[config.mk]
export PLATFORM = sky130hd
export DESIGN_NAME = preg_free_list_flat
export DESIGN_NICKNAME = d
export VERILOG_FILES = /design/src/rtl/ooo_pkg.sv /design/src/rtl/preg_free_list_if.sv /design/src/rtl/preg_free_list_wrap_ptr.sv /design/src/rtl/preg_free_list.sv /design/src/flat_wrapper.sv
export SDC_FILE = /design/constraint.sdc
export NUM_CORES = 1
export LEC_CHECK = 0
export CAP_MARGIN = 5
export CORE_MARGIN = 5
export CORE_UTILIZATION = 40
export DETAILED_ROUTE_END_ITERATION = 16
export GPL_ROUTABILITY_DRIVEN = 0
export HOLD_SLACK_MARGIN = 0.12
export PLACE_DENSITY = 0.59
export REMOVE_ABC_BUFFERS = 1
export SYNTH_ARGS = -nofsm -noshare
export SYNTH_HDL_FRONTEND = slang
export SYNTH_SLANG_ARGS = --single-unit
export TNS_END_PERCENT = 20
[constraint.sdc]
create_clock -name clk -period 6.6 [get_ports clk]
set_input_delay 1.32 -clock clk [delete_from_list [all_inputs] [get_ports clk]]
set_output_delay 1.32 -clock clk [all_outputs]
set_load 0.02 [all_outputs]
[src/rtl/ooo_pkg.sv]
// Shared out-of-order core types: register counts and the physical tag type.
// Used by rename, ROB and the physical-register free list.
package ooo_pkg;

    localparam int NUM_PREGS = 128;
    localparam int NUM_AREGS = 32;
    localparam int FL_DEPTH  = NUM_PREGS - NUM_AREGS;
    localparam int PREG_W    = $clog2(NUM_PREGS);

    typedef logic [PREG_W-1:0] preg_t;

endpackage

[src/rtl/preg_free_list_if.sv]
// Rename/commit <-> free-list handshake bundle.
// Optional macro FREELIST_FLUSH_EN adds the flush and commit_alloc signals.
interface preg_free_list_if;
    import ooo_pkg::*;

    logic  alloc_req;
    preg_t alloc_preg;
    logic  alloc_ready;
    logic  free_valid;
    preg_t free_preg;
    preg_t free_count;
    logic  err_overflow;
`ifdef FREELIST_FLUSH_EN
    logic  flush;
    logic  commit_alloc;

    modport master (
        output alloc_req, free_valid, free_preg, flush, commit_alloc,
        input  alloc_preg, alloc_ready, free_count, err_overflow
    );

    modport slave (
        input  alloc_req, free_valid, free_preg, flush, commit_alloc,
        output alloc_preg, alloc_ready, free_count, err_overflow
    );
`else
    modport master (
        output alloc_req, free_valid, free_preg,
        input  alloc_preg, alloc_ready, free_count, err_overflow
    );

    modport slave (
        input  alloc_req, free_valid, free_preg,
        output alloc_preg, alloc_ready, free_count, err_overflow
    );
`endif

endinterface

[src/rtl/preg_free_list_wrap_ptr.sv]
// Modulo-DEPTH incrementing pointer with enable, parallel load and
// synchronous reset. DEPTH need not be a power of two, so the wrap from
// DEPTH-1 back to 0 is explicit.
module wrap_ptr #(
    parameter int DEPTH = 96,
    parameter int W     = $clog2(DEPTH)
) (
    input  logic         clk,
    input  logic         rst,
    input  logic         i_en,
    input  logic         i_load,
    input  logic [W-1:0] i_load_val,
    output logic [W-1:0] o_ptr
);

    logic [W-1:0] r_ptr;

    // Pointer register: load wins over increment; increment wraps at DEPTH-1.
    always_ff @(posedge clk) begin
        if (rst) begin
            r_ptr <= '0;
        end else if (i_load) begin
            r_ptr <= i_load_val;
        end else if (i_en) begin
            r_ptr <= (r_ptr == W'(DEPTH - 1)) ? '0 : r_ptr + W'(1);
        end
    end

    assign o_ptr = r_ptr;

endmodule

[src/rtl/preg_free_list.sv]
// Physical-register free list for the rename stage.
// Rename peeks the head and pops on a real destination write; commit pushes
// superseded registers at the tail. Storage is a circular array that resets
// to P(NUM_AREGS)..P(NUM_PREGS-1).
// Optional macro FREELIST_FLUSH_EN adds a committed-head checkpoint so a
// flush can rewind every speculative allocation in one cycle.
module preg_free_list
    import ooo_pkg::*;
(
    input  logic            clk,
    input  logic            rst,
    preg_free_list_if.slave fl_bus
);

    localparam int    DEPTH     = FL_DEPTH;
    localparam int    PTR_W     = $clog2(DEPTH);
    localparam preg_t DEPTH_CNT = preg_t'(DEPTH);
    localparam preg_t ONE_CNT   = preg_t'(1);

    preg_t            r_array [DEPTH];
    preg_t            r_count;
    logic             r_err_overflow;

    logic [PTR_W-1:0] w_head;
    logic [PTR_W-1:0] w_tail;
    logic             w_empty;
    logic             w_full;
    logic             w_free_nz;
    logic             w_pop;
    logic             w_push;
    logic             w_overflow;
    logic             w_head_load;
    logic [PTR_W-1:0] w_head_load_val;
    preg_t            w_count_step;
    preg_t            w_count_next;

    assign w_empty    = (r_count == '0);
    assign w_full     = (r_count == DEPTH_CNT);
    assign w_free_nz  = fl_bus.free_valid && (fl_bus.free_preg != '0);
    assign w_push     = w_free_nz && !w_full;
    assign w_overflow = w_free_nz && w_full;

`ifdef FREELIST_FLUSH_EN
    logic [PTR_W-1:0] w_commit_head;
    logic [PTR_W-1:0] w_commit_head_next;
    preg_t            r_spec_count;
    preg_t            w_spec_after_commit;

    assign w_pop = fl_bus.alloc_req && !w_empty && !fl_bus.flush;

    assign w_commit_head_next = !fl_bus.commit_alloc ? w_commit_head :
                                (w_commit_head == PTR_W'(DEPTH - 1)) ? '0 :
                                w_commit_head + PTR_W'(1);

    assign w_spec_after_commit = fl_bus.commit_alloc ? (r_spec_count - ONE_CNT)
                                                     : r_spec_count;

    assign w_head_load     = fl_bus.flush;
    assign w_head_load_val = w_commit_head_next;

    wrap_ptr #(.DEPTH(DEPTH), .W(PTR_W)) u_commit_ptr (
        .clk        (clk),
        .rst        (rst),
        .i_en       (fl_bus.commit_alloc),
        .i_load     (1'b0),
        .i_load_val ('0),
        .o_ptr      (w_commit_head)
    );

    // Speculative allocation count: pops add, retirements subtract, flush clears.
    always_ff @(posedge clk) begin
        if (rst) begin
            r_spec_count <= '0;
        end else if (fl_bus.flush) begin
            r_spec_count <= '0;
        end else if (w_pop) begin
            r_spec_count <= w_spec_after_commit + ONE_CNT;
        end else begin
            r_spec_count <= w_spec_after_commit;
        end
    end
`else
    assign w_pop           = fl_bus.alloc_req && !w_empty;
    assign w_head_load     = 1'b0;
    assign w_head_load_val = '0;
`endif

    wrap_ptr #(.DEPTH(DEPTH), .W(PTR_W)) u_head_ptr (
        .clk        (clk),
        .rst        (rst),
        .i_en       (w_pop),
        .i_load     (w_head_load),
        .i_load_val (w_head_load_val),
        .o_ptr      (w_head)
    );

    wrap_ptr #(.DEPTH(DEPTH), .W(PTR_W)) u_tail_ptr (
        .clk        (clk),
        .rst        (rst),
        .i_en       (w_push),
        .i_load     (1'b0),
        .i_load_val ('0),
        .o_ptr      (w_tail)
    );

    // Next occupancy: push/pop net change, plus rewound entries on a flush.
    always_comb begin
        w_count_step = r_count;
        if (w_push && !w_pop) begin
            w_count_step = r_count + ONE_CNT;
        end else if (w_pop && !w_push) begin
            w_count_step = r_count - ONE_CNT;
        end
        w_count_next = w_count_step;
`ifdef FREELIST_FLUSH_EN
        if (fl_bus.flush) begin
            w_count_next = w_count_step + w_spec_after_commit;
        end
`endif
    end

    // Occupancy register; reset means every non-architectural register is free.
    always_ff @(posedge clk) begin
        if (rst) begin
            r_count <= DEPTH_CNT;
        end else begin
            r_count <= w_count_next;
        end
    end

    // Sticky overflow flag; only reset clears it.
    always_ff @(posedge clk) begin
        if (rst) begin
            r_err_overflow <= 1'b0;
        end else if (w_overflow) begin
            r_err_overflow <= 1'b1;
        end
    end

    // Entry storage: reset to the initial free pool, write returned tags at tail.
    always_ff @(posedge clk) begin
        if (rst) begin
            for (int i = 0; i < DEPTH; i++) begin
                r_array[i] <= preg_t'(NUM_AREGS + i);
            end
        end else if (w_push) begin
            r_array[w_tail] <= fl_bus.free_preg;
        end
    end

    assign fl_bus.alloc_preg   = r_array[w_head];
    assign fl_bus.alloc_ready  = !w_empty;
    assign fl_bus.free_count   = r_count;
    assign fl_bus.err_overflow = r_err_overflow;

endmodule

[src/flat_wrapper.sv]
// flat-port wrapper written by rule: the top's interface ports become plain ports
module preg_free_list_flat import ooo_pkg::*;
  (clk, rst, fl_bus_alloc_req, fl_bus_free_valid, fl_bus_free_preg, fl_bus_alloc_preg, fl_bus_alloc_ready, fl_bus_free_count, fl_bus_err_overflow);
  preg_free_list_if fl_bus_i ();
  input  logic clk;
  input  logic rst;
  input wire logic [$bits(fl_bus_i.alloc_req)-1:0] fl_bus_alloc_req;
  input wire logic [$bits(fl_bus_i.free_valid)-1:0] fl_bus_free_valid;
  input wire logic [$bits(fl_bus_i.free_preg)-1:0] fl_bus_free_preg;
  output wire logic [$bits(fl_bus_i.alloc_preg)-1:0] fl_bus_alloc_preg;
  output wire logic [$bits(fl_bus_i.alloc_ready)-1:0] fl_bus_alloc_ready;
  output wire logic [$bits(fl_bus_i.free_count)-1:0] fl_bus_free_count;
  output wire logic [$bits(fl_bus_i.err_overflow)-1:0] fl_bus_err_overflow;
  assign fl_bus_i.alloc_req = fl_bus_alloc_req;
  assign fl_bus_i.free_valid = fl_bus_free_valid;
  assign fl_bus_i.free_preg = fl_bus_free_preg;
  assign fl_bus_alloc_preg = fl_bus_i.alloc_preg;
  assign fl_bus_alloc_ready = fl_bus_i.alloc_ready;
  assign fl_bus_free_count = fl_bus_i.free_count;
  assign fl_bus_err_overflow = fl_bus_i.err_overflow;
  preg_free_list u_core (.clk(clk), .rst(rst), .fl_bus(fl_bus_i));
endmodule
==> reports/results.ini <==
[detailed_routing]
antenna_left = 0
drc = 0
post_drt_wl_per_cell_um = 27.8
drt_iter0_markers = 3647
vias = 26733
dr.pass1.iters = 5
vias_per_cell = 5.90
wl_mm = 126

[critical_path]
worstSetupStartpointType = register
crit_fanout = 16
crit_required_ps = 5280
regToRegStartpoint = u_core.fl_bus.free_count[1]$_SDFFE_PP0P_
endpoint_kind = output pin
r2r-end = u_core.fl_bus.free_count[5]$_SDFFE_PP1P_
endpoint = fl_bus_alloc_preg[6]
rrSetupSlack_ps = 2890
reg2reg_depth = 12
cp.arrival_ps = 5030
critPathKind = register to output pin

[sta]
finalSetupTns_ps = 0
drv_slew = 0
fmaxAchievable_mhz = 157
rsz0062_at_grt = false
finClkSkew_ps = 33.8
worst_pin_slew_ps = 1360
hold_ws_ps = 502
fin_crit_ps = 6350
setup_viol = 0
fin_crit_sh_pct = 96.3
final_hold_viol_count = 0
max_slew_margin_pct = 9.16

[cts]
root_buffer = clkbuf_16
cts_tree = built
clkTransAtPathRegs_ps = 60
cts_buffer_depth = 3
clk_latency_ps = 680
cts_hold_buf = 0
cts_resized = 0
htreeDepth = 3
clock_sinks = 925
cts_buffers = 96
post_cts_buffers = 0

[global_route]
grt_pass1_vias = 26161
grt_usage_pct = 22.9
antenna_found_initial = 5
grt_start_max_net_pins = 75
grt-ovfl-total = 0
grt_pass1_wl_mm = 181

[synth]
ys_seq_area_share_pct = 68.1
ys.flop_type = edfxtp_1
yosys_register_bits = 925
yosysUniqueCellTypes = 52
synthArstFlopShare_pct = 0
syn_area_mm2 = 0.0404
syn_avg_cell_area_um2 = 13.0
synth_edf_count = 896
synthCells = 3099
ys_warn_count = 0

[final_layout]
design_area_mm2 = 0.0456
drive_gt1_share_pct = 10.3
multi_input_area_mm2 = 0.0119
layout_commonest_cell = edfxtp_1
n_fill_cell = 8932
area_growth_pct = 13.1
regArea_mm2 = 0.0275
layout.nets = 3171
final_cell_mix = edfxtp_1 (896), nand2_1 (505), mux2i_1 (450)

[floorplan]
die_w_um = 328
fp.dieH_um = 328
io_pins = 27
num_rows = 116
start_util_pct = 40.3
coreArea_mm2 = 0.100
die-area_mm2 = 0.107

[flow_run]
max-cap-violations = 0

[power_and_ir_drop]
vdd_drop_max_uv = 184
power.total_mw = 13.0
cellPowerDensity_mw_per_mm2 = 285
leakagePower_nw = 12.8

[min_path]
worst_hold_path_type = register to register
hold_depth = 2

[place]
post_dp_cell_area_mm2 = 0.0426
io_buffers = 26
hpwl_mm = 84.5

[status]
status = complete, no violations

==> stage by stage <==
stage          utilization, %  std cells  setup slack, ps
6_report                 45.6       4529              245
4_1_cts                  45.6       4527              288
3_5_place_dp             42.5       4350             1020
5_1_grt                  45.6       4527              176
3_3_place_gp             42.5       4349             1060
2_1_floorplan               -       2868           -11000
==> final cells by class <==
cell class / instances / share of cell area, %
inverter: 12 / 0.0987
sequential: 925 / 60.2
multi-input combinational: 1931 / 26.0
antenna: 2 / 0.0110
tap: 1298 / 3.56
timing repair buffer: 184 / 3.44
clock buffer: 121 / 5.56
clock inverter: 56 / 1.13
==> worst max-delay path, stage by stage (launching register included) <==
cell and delay, ps:
dfxtp_1 950, nor4bb_4 1270, a22oi_1 470, nand4_1 260, nor3_1 140, or4_1 650
clkdlybuf4s50_1 590
==> where the power goes <==
part,total (mW),switching (mW),internal (mW)
clock,5.33,2.29,3.04
combinational,1.04,0.721,0.322
sequential,6.62,0.0795,6.54
total,13.0,3.09,9.91
==> worst min-delay path by stage <==
stage | from | end | slack, ps
global placement | u_core.u_head_ptr.o_ptr[6]$_SDFFE_PP0N_ | register | 470
floorplan | u_core.u_head_ptr.o_ptr[6]$_SDFFE_PP0N_ | register | 450
global route | u_core.fl_bus.err_overflow$_SDFFE_PP0P_ | u_core.fl_bus.err_overflow$_SDFFE_PP0P_ | 530
detailed placement | u_core.fl_bus.err_overflow$_SDFFE_PP0P_ | u_core.fl_bus.err_overflow$_SDFFE_PP0P_ | 480
finish | u_core.u_head_ptr.o_ptr[6]$_SDFFE_PP0N_ | register | 500
CTS | u_core.fl_bus.err_overflow$_SDFFE_PP0P_ | u_core.fl_bus.err_overflow$_SDFFE_PP0P_ | 510
==> registers in the layout, indices dropped and copies added, names as in the netlist, named ones only <==
| register | cells |
|---|---|
| u_core.fl_bus.err_overflow | 1 |
| u_core.fl_bus.free_count | 7 |
| u_core.r_array | 896 |
| u_core.u_head_ptr.o_ptr | 7 |
| u_core.u_tail_ptr.o_ptr | 7 |
==> cell usage after synthesis, drive strengths merged, types with 6 or more instances <==
library cell    n  area (um^2)
edfxtp        896        26900
ha              9          113
inv            12         45.0
nor2          425         1600
nand2b          6         37.5
nand4          33          206
a21oi          39          195
or4            10         78.8
nand2         505         1900
mux2i         450         4500
a22oi         196         1470
dfxtp          29          581
and3            9         56.3
nor3           41          210
o21ai          98          490
nand3          46          240
nor4bb          6         60.1
buf           126          716
clkbuf        105          394
==> kinds of logic after synthesis <==
kind of cell / after synthesis / share of synthesized area [%]
compound gates: 349 / 5.70
xor+xnor: 9 / 0.195
fa+ha+maj: 10 / 0.329
buf+inv: 243 / 2.86
flops: 925 / 68.1
mux: 450 / 11.2
simple gates: 1113 / 11.6
==> layer usage <==
layer / global-route usage (%) / routed length, um / vias up
met5: 0 / 74 / -
met4: 6.97 / 4540 / 6
met3: 4.80 / 12800 / 269
met2: 36.0 / 57700 / 1515
met1: 32.2 / 50700 / 13415
li1: - / - / 11528
(Power assumes the default switching activity.)
